==> config.mk <==
export PLATFORM = sky130hd
export DESIGN_NAME = render_sequencer
export DESIGN_NICKNAME = d
export VERILOG_FILES = /design/src/rtl/render_sequencer.sv
export SDC_FILE = /design/constraint.sdc
export NUM_CORES = 1
export LEC_CHECK = 0
export BUFFER_PORTS_ARGS = -buffer_cell sky130_fd_sc_hd__clkbuf_2
export CAP_MARGIN = 5
export CORE_UTILIZATION = 35
export CTS_BUF_LIST = sky130_fd_sc_hd__clkbuf_4 sky130_fd_sc_hd__clkbuf_8 sky130_fd_sc_hd__clkbuf_16
export CTS_CLUSTER_SIZE = 24
export DETAILED_ROUTE_END_ITERATION = 16
export PLACE_DENSITY = 0.67
export SYNTH_ARGS = -nofsm -noshare
export SYNTH_HDL_FRONTEND = slang
export SYNTH_SLANG_ARGS = --single-unit
export TNS_END_PERCENT = 10
==> constraint.sdc <==
create_clock -name Clk -period 3.3 [get_ports Clk]
set_input_delay 0.66 -clock Clk [delete_from_list [all_inputs] [get_ports Clk]]
set_output_delay 0.66 -clock Clk [all_outputs]
set_load 0.02 [all_outputs]
==> src/rtl/render_sequencer.sv <==
// render_sequencer: frame-level render controller.
// Runs a one-time object load, then per vsync: clear the back buffer, project
// and draw each object in turn, and swap buffers on the next vsync edge.
// Clear and draw pixel streams are muxed onto one frame-buffer write port.
module render_sequencer #(
  parameter int XW      = 10,
  parameter int NUM_OBJ = 4,
  parameter int OBJ_W   = (NUM_OBJ > 1) ? $clog2(NUM_OBJ) : 1,
  parameter int CNT_W   = 16
) (
  input  logic             Clk,
  input  logic             Reset,
  input  logic             frame_clk,
  input  logic             enable,
  input  logic             load_done,
  input  logic             clear_done,
  input  logic             proj_done,
  input  logic             draw_done,
  input  logic [XW-1:0]    clear_DrawX,
  input  logic [XW-1:0]    clear_DrawY,
  input  logic             clear_we,
  input  logic [XW-1:0]    draw_DrawX,
  input  logic [XW-1:0]    draw_DrawY,
  input  logic             draw_we,
  output logic             load_obj,
  output logic             clear_start,
  output logic             proj_start,
  output logic             draw_start,
  output logic [OBJ_W-1:0] obj_sel,
  output logic [XW-1:0]    DrawX,
  output logic [XW-1:0]    DrawY,
  output logic             draw_data,
  output logic             pixel_we,
  output logic             frame_clk_rising_edge,
  output logic             frame_done,
  output logic             buf_sel,
  output logic             frame_overrun,
  output logic [CNT_W-1:0] frames_rendered
);

  typedef enum logic [2:0] {
    S_LOAD, S_IDLE, S_CLEAR, S_PROJ, S_DRAW, S_WAIT_SWAP
  } state_t;

  state_t           state, state_next;
  logic             entered;   // high in the first cycle spent in a state
  logic             booted;    // low only in the cycle right after reset release
  logic             waiting;   // done inputs are honoured only when set
  logic             fc_s1, fc_s2, fc_prev, rise;
  logic             last_obj;
  logic             swap;
  logic             busy;

  assign waiting  = booted & ~entered;
  assign last_obj = (obj_sel == OBJ_W'(NUM_OBJ - 1));
  assign swap     = (state == S_WAIT_SWAP) & rise;
  assign busy     = (state == S_CLEAR) | (state == S_PROJ) | (state == S_DRAW);
  assign frame_clk_rising_edge = rise;

  // Synchronise vsync and turn its rising edge into a registered one-cycle pulse.
  always_ff @(posedge Clk or posedge Reset) begin
    if (Reset) begin
      fc_s1   <= 1'b0;
      fc_s2   <= 1'b0;
      fc_prev <= 1'b0;
      rise    <= 1'b0;
    end else begin
      fc_s1   <= frame_clk;
      fc_s2   <= fc_s1;
      fc_prev <= fc_s2;
      rise    <= fc_s2 & ~fc_prev;
    end
  end

  // State register; 'entered' marks the start-pulse cycle of each state,
  // including the LOAD state reached out of reset.
  always_ff @(posedge Clk or posedge Reset) begin
    if (Reset) begin
      state   <= S_LOAD;
      entered <= 1'b0;
      booted  <= 1'b0;
    end else begin
      state   <= state_next;
      booted  <= 1'b1;
      entered <= (state_next != state) | ~booted;
    end
  end

  // Next-state logic: engine handshakes and vsync-driven frame start/swap.
  always_comb begin
    state_next = state;
    case (state)
      S_LOAD:      if (waiting && load_done)  state_next = S_IDLE;
      S_IDLE:      if (rise && enable)        state_next = S_CLEAR;
      S_CLEAR:     if (waiting && clear_done) state_next = S_PROJ;
      S_PROJ:      if (waiting && proj_done)  state_next = S_DRAW;
      S_DRAW:      if (waiting && draw_done)  state_next = last_obj ? S_WAIT_SWAP : S_PROJ;
      S_WAIT_SWAP: if (rise)                  state_next = enable ? S_CLEAR : S_IDLE;
      default:                                state_next = S_LOAD;
    endcase
  end

  // Frame bookkeeping: object index, buffer swap, frame count and overrun flag.
  always_ff @(posedge Clk or posedge Reset) begin
    if (Reset) begin
      obj_sel         <= '0;
      buf_sel         <= 1'b0;
      frame_done      <= 1'b0;
      frames_rendered <= '0;
      frame_overrun   <= 1'b0;
    end else begin
      frame_done <= swap;
      if (swap) begin
        buf_sel         <= ~buf_sel;
        frames_rendered <= frames_rendered + CNT_W'(1);
      end
      // A vsync arriving before the frame reached WAIT_SWAP means it missed its slot.
      if (rise && busy)
        frame_overrun <= 1'b1;
      if (state == S_CLEAR && waiting && clear_done)
        obj_sel <= '0;
      else if (state == S_DRAW && waiting && draw_done && !last_obj)
        obj_sel <= obj_sel + OBJ_W'(1);
    end
  end

  // Output decode: start pulses and the zero-latency pixel write mux.
  always_comb begin
    load_obj    = (state == S_LOAD)  & entered;
    clear_start = (state == S_CLEAR) & entered;
    proj_start  = (state == S_PROJ)  & entered;
    draw_start  = (state == S_DRAW)  & entered;
    DrawX       = '0;
    DrawY       = '0;
    draw_data   = 1'b0;
    pixel_we    = 1'b0;
    case (state)
      S_CLEAR: begin
        DrawX    = clear_DrawX;
        DrawY    = clear_DrawY;
        pixel_we = clear_we;
      end
      S_DRAW: begin
        DrawX     = draw_DrawX;
        DrawY     = draw_DrawY;
        draw_data = 1'b1;
        pixel_we  = draw_we;
      end
      default: ;
    endcase
  end

endmodule
==> results of run 1 <==
kinds of logic (layout without fill, tap and decap cells):
group,Yosys count,after routing,synth area share [%]
simple gates,55,55,22.6
flops,30,30,46.6
fa+ha+maj,2,2,1.55
xor+xnor,17,17,9.24
buf+inv,12,112,3.42
compound gates,31,31,15.1
mux,2,2,1.24
other cells,1,1,0.233
registers in the layout, indices dropped and copies added, names as in the netlist:
| register | flops |
|---|---|
| frames_rendered | 16 |
| state | 3 |
| obj_sel | 2 |
| booted | 1 |
| buf_sel | 1 |
| entered | 1 |
| fc_prev | 1 |
| fc_s1 | 1 |
| fc_s2 | 1 |
| frame_clk_rising_edge | 1 |
| frame_done | 1 |
| frame_overrun | 1 |
layout make-up:
cell class / count / share of cell area (%)
inverters: 5 / 0.896
flip-flops and latches: 30 / 33.6
well taps: 52 / 2.91
multi-input cells: 108 / 36.1
clock buffers: 7 / 3.75
repair buffers: 100 / 22.7
synthesized netlist by cell type (2+ instances only):
library cell and count:
a21oi_1 2, a22o_1 21, and2_1 3, and3_1 4, buf_2 7, dfrtp_1 30, ha_1 2, inv_1 4
mux2i_1 2, nand2_1 13, nand2b_1 2, nand3_1 3, nand4_1 4, nor2_1 9, nor2b_1 3, nor3_2 2
nor3b_2 2, o21ai_0 4, xnor2_1 10, xor2_1 7
final timing paths:
path	startpoint	to	slack, ns	depth (start not counted)
worst max-delay path	state[2]	DrawY[3]	0.92	4
worst max register to register	state[0]	frames_rendered[13]	1.59	5
max in group asynchronous	Reset	frames_rendered[13]	2.60	3
worst min register to register	fc_s1	fc_s2	0.35	0
worst min-delay path	fc_s1	fc_s2	0.35	0
min in group asynchronous	Reset	frame_overrun	0.43	3
critical path: stages (launching register included):
cell and delay [ns]:
dfrtp_1 0.59, nor3b_2 0.23, buf_4 0.27, a22o_1 0.18, clkbuf_2 0.17
metrics by stage:
step / cell area, um^2 / total power, W / setup WS [ns]
global route: 2230 / 0.00134 / 0.825
global placement: 2150 / 0.000991 / 1.24
detailed placement: 2150 / 0.000994 / 1.22
floorplan: 1610 / 0.000828 / 1.22
finish: 2230 / 0.00126 / 0.919
CTS: 2230 / 0.00128 / 0.902
metal layers:
metal,part of all wire (%),up-vias
li1,-,741
met1,40,663
met2,50,67
met3,9.0,5
met4,1.3,0
met5,0,-
power by group:
group	total (W)	internal (W)	switching, W
sequential	0.000480	0.000411	0.0000696
clock	0.000280	0.000161	0.000119
combinational	0.000504	0.000204	0.000300
==> reports/results.ini, run 1 <==
[critical_path]
cp.arrival_ns=1.72
worstSetupStartpointType=flip-flop
cp-end-kind=output pin
cp.required_ns=2.64
cp_max_fo=24
worstSetupPathType=reg -> out

[synth]
syn_area_per_cell_um2=10.7
synth_nets=202
ys_warn_count=0
synthCells=150
yosysSeqAreaShare_pct=46.6
synth_edf_count=0
async_flop_share_pct=100
synth_top_area_cell=dfrtp_1
synth_area_mm2=0.00161
synth_area_leaders=dfrtp_1 (47%), a22o_1 (11%), xnor2_1 (5.4%)
synthFlopType=dfrtp_1
synth_cell_type_count=36
ys_seq_elements=30
netlist.area_leader.share_pct=46.6

[cts]
root_buffer=clkbuf_8
numCtsBuffers=5
worstSkewPairLatency_ns=0.27
htree_levels=2
cts_tree=yes
clk_pin_slew_worst_paths_ns=0.06
clk_path_buf_depth=2
clock_sinks=30
post_cts_resized=0
postCtsHoldBufs=0
postCtsSetupBuffers=0

[route]
via_count=1476
first_pass_iters=4
vias_per_cell=4.89
antenna_left=0
drc=0
wirelength_um=3840
wl_per_cell_um=12.7
drt_iter0_markers=30

[min_path]
worstHoldPathType=reg -> reg

[sta]
fmax_ghz=0.420
fin_crit_ns=2.38
fin_skew_ns=0.00169
final.setup.tns_ns=0
rsz0062_at_grt=no
holdWs_ns=0.349
setup_viol=0
hold_viol=0
slew_violations=0
fin_crit_sh_pct=72.1

[final_layout]
final_cells=302
final_common_cell=clkbuf_2
regArea_um2=751
areaGrowthSynthToFinish_pct=38.6
drive_gt1_share_pct=46.4
n_fill_cell=418
n_antenna_cell=0
multi_input_area_um2=806
fin_util_pct=50.9
mostFrequentLayoutCells=clkbuf_2 (97), dfrtp_1 (30), a22o_1 (21), nand2_1 (13), xnor2_1 (10)
final_nets=302

[pwr]
p_leak_nw=1.26
peakVddDrop_mv=0.282
power_density_mw_per_mm2=566

[floorplan]
start_util_pct=36.8
die_w_um=69.9
rows=24
fp.dieH_um=69.9
io_pins=98
dieArea_mm2=0.00488
core-area_mm2=0.00438

[global_route]
grt_use_total_pct=16.4
busiest_layer=met2
antenna_found_initial=0
met1_usage_pct=19.1
grt_start_max_net_pins=31
gr-total-overflow=0
grt_use_met3_pct=6.20
met2_usage_pct=27.5
grt_pass1_vias=1341
grt_pass1_wl_um=6290

[run]
maxCapViolations=0

[place]
dp_cells=295
gp_congestion=0.877
place.detailed.hpwl_um=2980
portBuffers=97

[run_status]
outcome=complete, no violations

Note: power is estimated with default switching activity, not from simulation.
==> run 2: changes to the inputs <==
--- a/config.mk
+++ b/config.mk
@@ -5,6 +5,7 @@
 export SDC_FILE = /design/constraint.sdc
 export NUM_CORES = 1
 export LEC_CHECK = 0
+export ABC_AREA = 1
 export BUFFER_PORTS_ARGS = -buffer_cell sky130_fd_sc_hd__clkbuf_2
 export CAP_MARGIN = 5
 export CORE_UTILIZATION = 35
==> constraint.sdc (replaced) <==
create_clock -name Clk -period 2.09 [get_ports Clk]
set_input_delay 0.418 -clock Clk [delete_from_list [all_inputs] [get_ports Clk]]
set_output_delay 0.418 -clock Clk [all_outputs]
set_load 0.02 [all_outputs]
==> run 2 against run 1 <==
Effect of this change: non-clock buffer count increased by 2; clock power grew 74%; global-route usage is 1.2 points higher; clock skew grew 0.0033 ns; via count grew 27%; sequential share of layout area is 4.2 points lower; count of clock-buffer cells in the layout unchanged; critical path type unchanged; critical endpoint is now DrawY[2]; largest cell class unchanged; largest power group unchanged.
==> reports/results.ini, run 2 <==
[cts]
cts_tree=yes
postCtsHoldBufs=0
clk_pin_slew_worst_paths_ns=0.06
numCtsBuffers=5
clock_sinks=30
htree_levels=2
worstSkewPairLatency_ns=0.28
postCtsSetupBuffers=0
root_buffer=clkbuf_8
clk_path_buf_depth=2

[synth]
ys_seq_elements=30
synthCells=222
synth_edf_count=0
synth_nets=274
synth_most_common_cell=nand2_1
ys_warn_count=0
synth_common_cells=nand2_1 (50), dfrtp_1 (30), inv_1 (29), nor2_1 (23), a22o_1 (21)
synthFlopType=dfrtp_1
yosysSeqAreaShare_pct=40.7
netlist.area_leader.share_pct=40.7
synth_area_leaders=dfrtp_1 (41%), nand2_1 (10%), a22o_1 (10%)
synth_cell_type_count=28
synth_top_area_cell=dfrtp_1
syn_area_per_cell_um2=8.32
synth_area_mm2=0.00185
async_flop_share_pct=100

[sta]
rsz0062_at_grt=no
fin_crit_ns=1.98
hold_viol=0
fmax_ghz=0.505
setup_viol=0
fin_skew_ns=0.00503
fin_crit_sh_pct=94.7
final.setup.tns_ns=0
slew_violations=0

[route]
vias_per_cell=4.70
via_count=1872
wl_per_cell_um=12.4
antenna_left=0
first_pass_iters=4
wirelength_um=4950
drc=0
drt_iter0_markers=66

[critical_path]
r2r_cells=11
worstSetupStartpointType=flip-flop
cp.arrival_ns=1.56
cp-end-kind=output pin
cp.required_ns=1.67
crit_chain=inv_1, nand2_2, nor2_4, buf_4, a22o_1, clkbuf_2
cp_max_fo=8
reg2reg_to=entered
cp_slowest_cell=dfrtp_2
slowest_delay_ns=0.46
worst-path-buf-inv=3
crit_start=state[2]
rr_startpoint=state[2]
reg2reg_slack_ns=0.47
worstSetupPathType=reg -> out
cpLargestDelayFamily=flip-flops

[place]
place.detailed.hpwl_um=3810
portBuffers=97
dp_cells=388
place_area_mm2=0.00243
gp_congestion=0.818

[floorplan]
start_util_pct=36.2
rows=26
die_w_um=74.6
core-area_mm2=0.00511
dieArea_mm2=0.00557
fp.dieH_um=74.6
io_pins=98

[pwr]
power.total_w=0.00221
power_density_mw_per_mm2=862
p_leak_nw=1.56
peakVddDrop_mv=0.325

[final_layout]
largest_reg_flops=16
final_common_cell=clkbuf_2
top_regs=frames_rendered (16), state (3), obj_sel (2)
top_register=frames_rendered
areaGrowthSynthToFinish_pct=38.6
drive_gt1_share_pct=39.0
fin_util_pct=50.1
stdcell_area_mm2=0.00256
n_antenna_cell=0
final_cells=398
mostFrequentLayoutCells=clkbuf_2 (97), nand2_1 (49), inv_1 (29), dfrtp_1 (29), nor2_1 (22)
final_nets=379

[global_route]
grt_start_max_net_pins=31
antenna_found_initial=0
gr-total-overflow=0
grt_pass1_wl_um=7160
grt_use_total_pct=17.6
grt_pass1_vias=1569

[min_path]
worstHoldPathType=in -> async

[run_status]
outcome=complete, no violations

[run]
maxCapViolations=0

==> run 2: changes by cell type in the layout (fill, tap and decap cells not counted), moves of 3 or more <==
cell	before	now
xnor2_1	10	6
and2_1	3	0
nor2_1	9	22
nand3_1	3	15
inv_1	4	29
nand4_1	4	8
nor2_4	0	3
and3_1	4	1
nor2_8	0	3
nor2b_1	3	0
nand2_1	13	49
==> run 2: worst max-delay path by stage <==
stage                     endpoint  slack [ns]  cells past startpoint
final                     DrawY[2]        0.11                      6
after global routing      DrawY[3]        0.02                      5
after CTS                 DrawY[2]        0.03                      6
after detailed placement  DrawY[2]        0.25                      5
after global placement    DrawX[3]        0.28                      6
after floorplan           DrawX[2]        0.33                      6
==> run 2: worst min-delay path: cells and delay by family <==
kind,cells,cell delay [ns]
buffers and inverters,3,0.46
==> run 2: logic make-up after synthesis <==
logic type	Yosys count	share of synthesized area (%)
AOI/OAI and AO/OA	28	12.1
xor gates and xnor gates	13	6.57
adders and majority gates	2	1.35
buffers and inverters	38	8.27
DFF	30	40.7
other	1	0.203
and+or+nand+nor	110	30.9
==> run 2: layer usage <==
layer  GRT usage, %  part of all wire [%]  vias up
met5              0                     0        -
met1           19.9                    40      860
met2           32.6                    53       75
met3           4.42                   6.2        6
met4           5.03                   1.1        0
li1               -                     -      931
==> run 2: what timing repair did <==
action / in CTS / in global routing
gates resized for setup: 3 / 9
endpoints found under the setup margin: 21 / 21
cloned: 0 / 2
==> run 2: cell type report <==
cell class,instances,area [um^2]
fill,495,2550
multi-input combinational,154,958
sequential,30,752
timing repair buffer,102,527
inverter,33,134
clock buffer,7,90.1
tap,70,87.6
timing repair inverter,1,6.26
clock inverter,1,5.00
==> run 2: power by group <==
group / leakage, nW / switching, W / internal [W] / total, W
logic: 1.12 / 0.000633 / 0.000389 / 0.00102
clock network: 0.0517 / 0.000208 / 0.000278 / 0.000486
registers: 0.388 / 0.0000549 / 0.000642 / 0.000697
total: 1.56 / 0.000897 / 0.00131 / 0.00221
==> run 2: per-stage QoR <==
step | setup slack, ns | hold WS [ns]
after floorplan | 0.325 | 0.331
after global placement | 0.278 | 0.333
after detailed placement | 0.246 | 0.341
after CTS | 0.0292 | 0.197
after global routing | 0.0206 | 0.213
final | 0.110 | 0.184
==> run 3: changes to the inputs <==
==> constraint.sdc (replaced) <==
create_clock -name Clk -period 1.7 [get_ports Clk]
set_input_delay 0.34 -clock Clk [delete_from_list [all_inputs] [get_ports Clk]]
set_output_delay 0.34 -clock Clk [all_outputs]
set_load 0.02 [all_outputs]
==> run 3 against run 2 <==
Effect of this change: the flow now finishes with violations (setup timing); sequential share of layout area shrank 4.0 points; flip-flop and latch count is the same; first-iteration DRC count shrank 3.0%; worst setup slack lost 0.25 ns; total power grew 45%; non-clock buffer count grew 18; combinational power grew 69%; clock power grew 26%; sequential power grew 24%; critical path depth is the same; critical endpoint is now DrawX[9]; largest power group unchanged; highest routed layer unchanged.
==> reports/results.ini, run 3 (synthesis results as in run 2) <==
[critical_path]
crit_start=state[1]
rr_startpoint=state[1]
cp.required_ns=1.36
worstSetupStartpointType=flip-flop
cp-end-kind=output pin
cp_max_fo=7
cp.arrival_ns=1.50
reg2reg_to=frames_rendered[12]
worstSetupPathType=reg -> out
reg2reg_slack_ns=0.04
r2r_cells=11

[sta]
hold_viol=0
timing.final.ws_setup_ns=-0.139
holdWs_ns=0.100
fin_crit_sh_pct=108
fin_skew_ns=0.00412
rsz0062_at_grt=yes
fmax_ghz=0.544
setup_viol=24
fin_crit_ns=1.84
slew_violations=0

[global_route]
grt_start_max_net_pins=31
gr-total-overflow=0
grt_pass1_vias=1872
grt_pass1_wl_um=8270
grt_use_total_pct=20.2
antenna_found_initial=0

[cts]
numCtsBuffers=5
root_buffer=clkbuf_8
clk_pin_slew_worst_paths_ns=0.07
clock_sinks=30
clk_path_buf_depth=2
worstSkewPairLatency_ns=0.28
cts_tree=yes
htree_levels=2
postCtsHoldBufs=0

[final_layout]
drive_gt1_share_pct=43.8
n_antenna_cell=0
stdcell_area_mm2=0.00297
final_common_cell=clkbuf_2
final_nets=396
top_regs=frames_rendered (16), state (3), obj_sel (2)
areaGrowthSynthToFinish_pct=61.0
largest_reg_flops=16
top_register=frames_rendered
mostFrequentLayoutCells=clkbuf_2 (71), nand2_1 (48), dfrtp_1 (28), inv_1 (27), clkbuf_8 (25)

[place]
portBuffers=97
gp_congestion=0.836
place_area_mm2=0.00247
place.detailed.hpwl_um=3850

[min_path]
worstHoldPathType=in -> async

[route]
wl_per_cell_um=13.5
wirelength_um=5620
drc=0
drt_iter0_markers=64
antenna_left=0
first_pass_iters=4
via_count=1981
vias_per_cell=4.77

[pwr]
p_leak_nw=1.71
clkPwrFrac_pct=19.1
peakVddDrop_mv=0.745
p_comb_share_pct=53.8
p_seq_share_pct=27.1
power_density_mw_per_mm2=1070
intPower_w=0.00196
swShare_pct=38.6
p_sw_w=0.00123
power.total_w=0.00319

[floorplan]
io_pins=98
fp.dieH_um=74.6
die_w_um=74.6
rows=26
core-area_mm2=0.00511
dieArea_mm2=0.00557
start_util_pct=36.2

[run_status]
outcome=complete, but fails checks
violations=setup timing

[run]
maxCapViolations=0

[run 3: cell count changes in the layout (fill, tap and decap cells not counted), sizes merged]
| cell | before | now |
|---|---|---|
| buf | 5 | 28 |
| clkbuf | 104 | 99 |
| clkinv | 3 | 2 |
[run 3: cell type report]
class                      instances  area [um^2]
clock inverter                     1         5.00
inverter                          33          134
fill                             474         2130
clock buffer                       7         90.1
multi-input combinational        154          983
timing repair buffer             120          921
sequential                        30          753
tap                               70         87.6
[run 3: critical path, cell delays in order, from the launching register on]
cell	delay [ns]
dfrtp_2	0.45
inv_2	0.09
nand3_4	0.10
inv_6	0.11
buf_12	0.13
a22o_1	0.18
clkbuf_8	0.16
[run 3: repair_timing]
action | 4_1_cts | 5_1_grt
resized for setup | 58 | 15
buffers inserted | 7 | 4
pin swaps | 5 | 6
setup endpoints to repair | 23 | 30
hold endpoints to repair | 0 | 0
cloned | 4 | 0
[run 3: power by group through the flow]
stage | registers [W] | clock network (W) | logic [W]
2_1_floorplan | 0.000899 | 0 | 0.000774
3_3_place_gp | 0.000856 | 0 | 0.00122
3_5_place_dp | 0.000861 | 0 | 0.00123
4_1_cts | 0.000863 | 0.000626 | 0.00164
5_1_grt | 0.000875 | 0.000670 | 0.00183
6_report | 0.000865 | 0.000611 | 0.00172
[run 3: how the worst max path moves through the flow]
stage          depth (start not counted)  slack, ns       end
2_1_floorplan                          6       0.01  DrawX[2]
3_3_place_gp                           6       0.10  DrawX[9]
3_5_place_dp                           6       0.06  DrawX[9]
4_1_cts                                6      -0.11  DrawX[9]
5_1_grt                                6      -0.17  DrawX[9]
6_report                               6      -0.14  DrawX[9]
[run 3: stage by stage]
step / setup slack [ns] / instances / utilization (%) / setup TNS [ns]
finish: -0.139 / 415 / 58.2 / -1.93
global route: -0.174 / 415 / 58.2 / -3.51
CTS: -0.113 / 411 / 57.1 / -1.83
detailed placement: 0.0647 / 392 / 48.3 / 0
global placement: 0.102 / 392 / 48.3 / 0
floorplan: 0.0132 / 222 / - / 0
[run 3: layer usage]
| layer | GRT usage (%) | vias to the layer above | routed length, um |
|---|---|---|---|
| met4 | 9.43 | 0 | 198 |
| met2 | 38.6 | 85 | 2930 |
| met3 | 4.42 | 15 | 349 |
| met1 | 20.7 | 914 | 2140 |
| met5 | 0 | - | 0 |
| li1 | - | 967 | - |
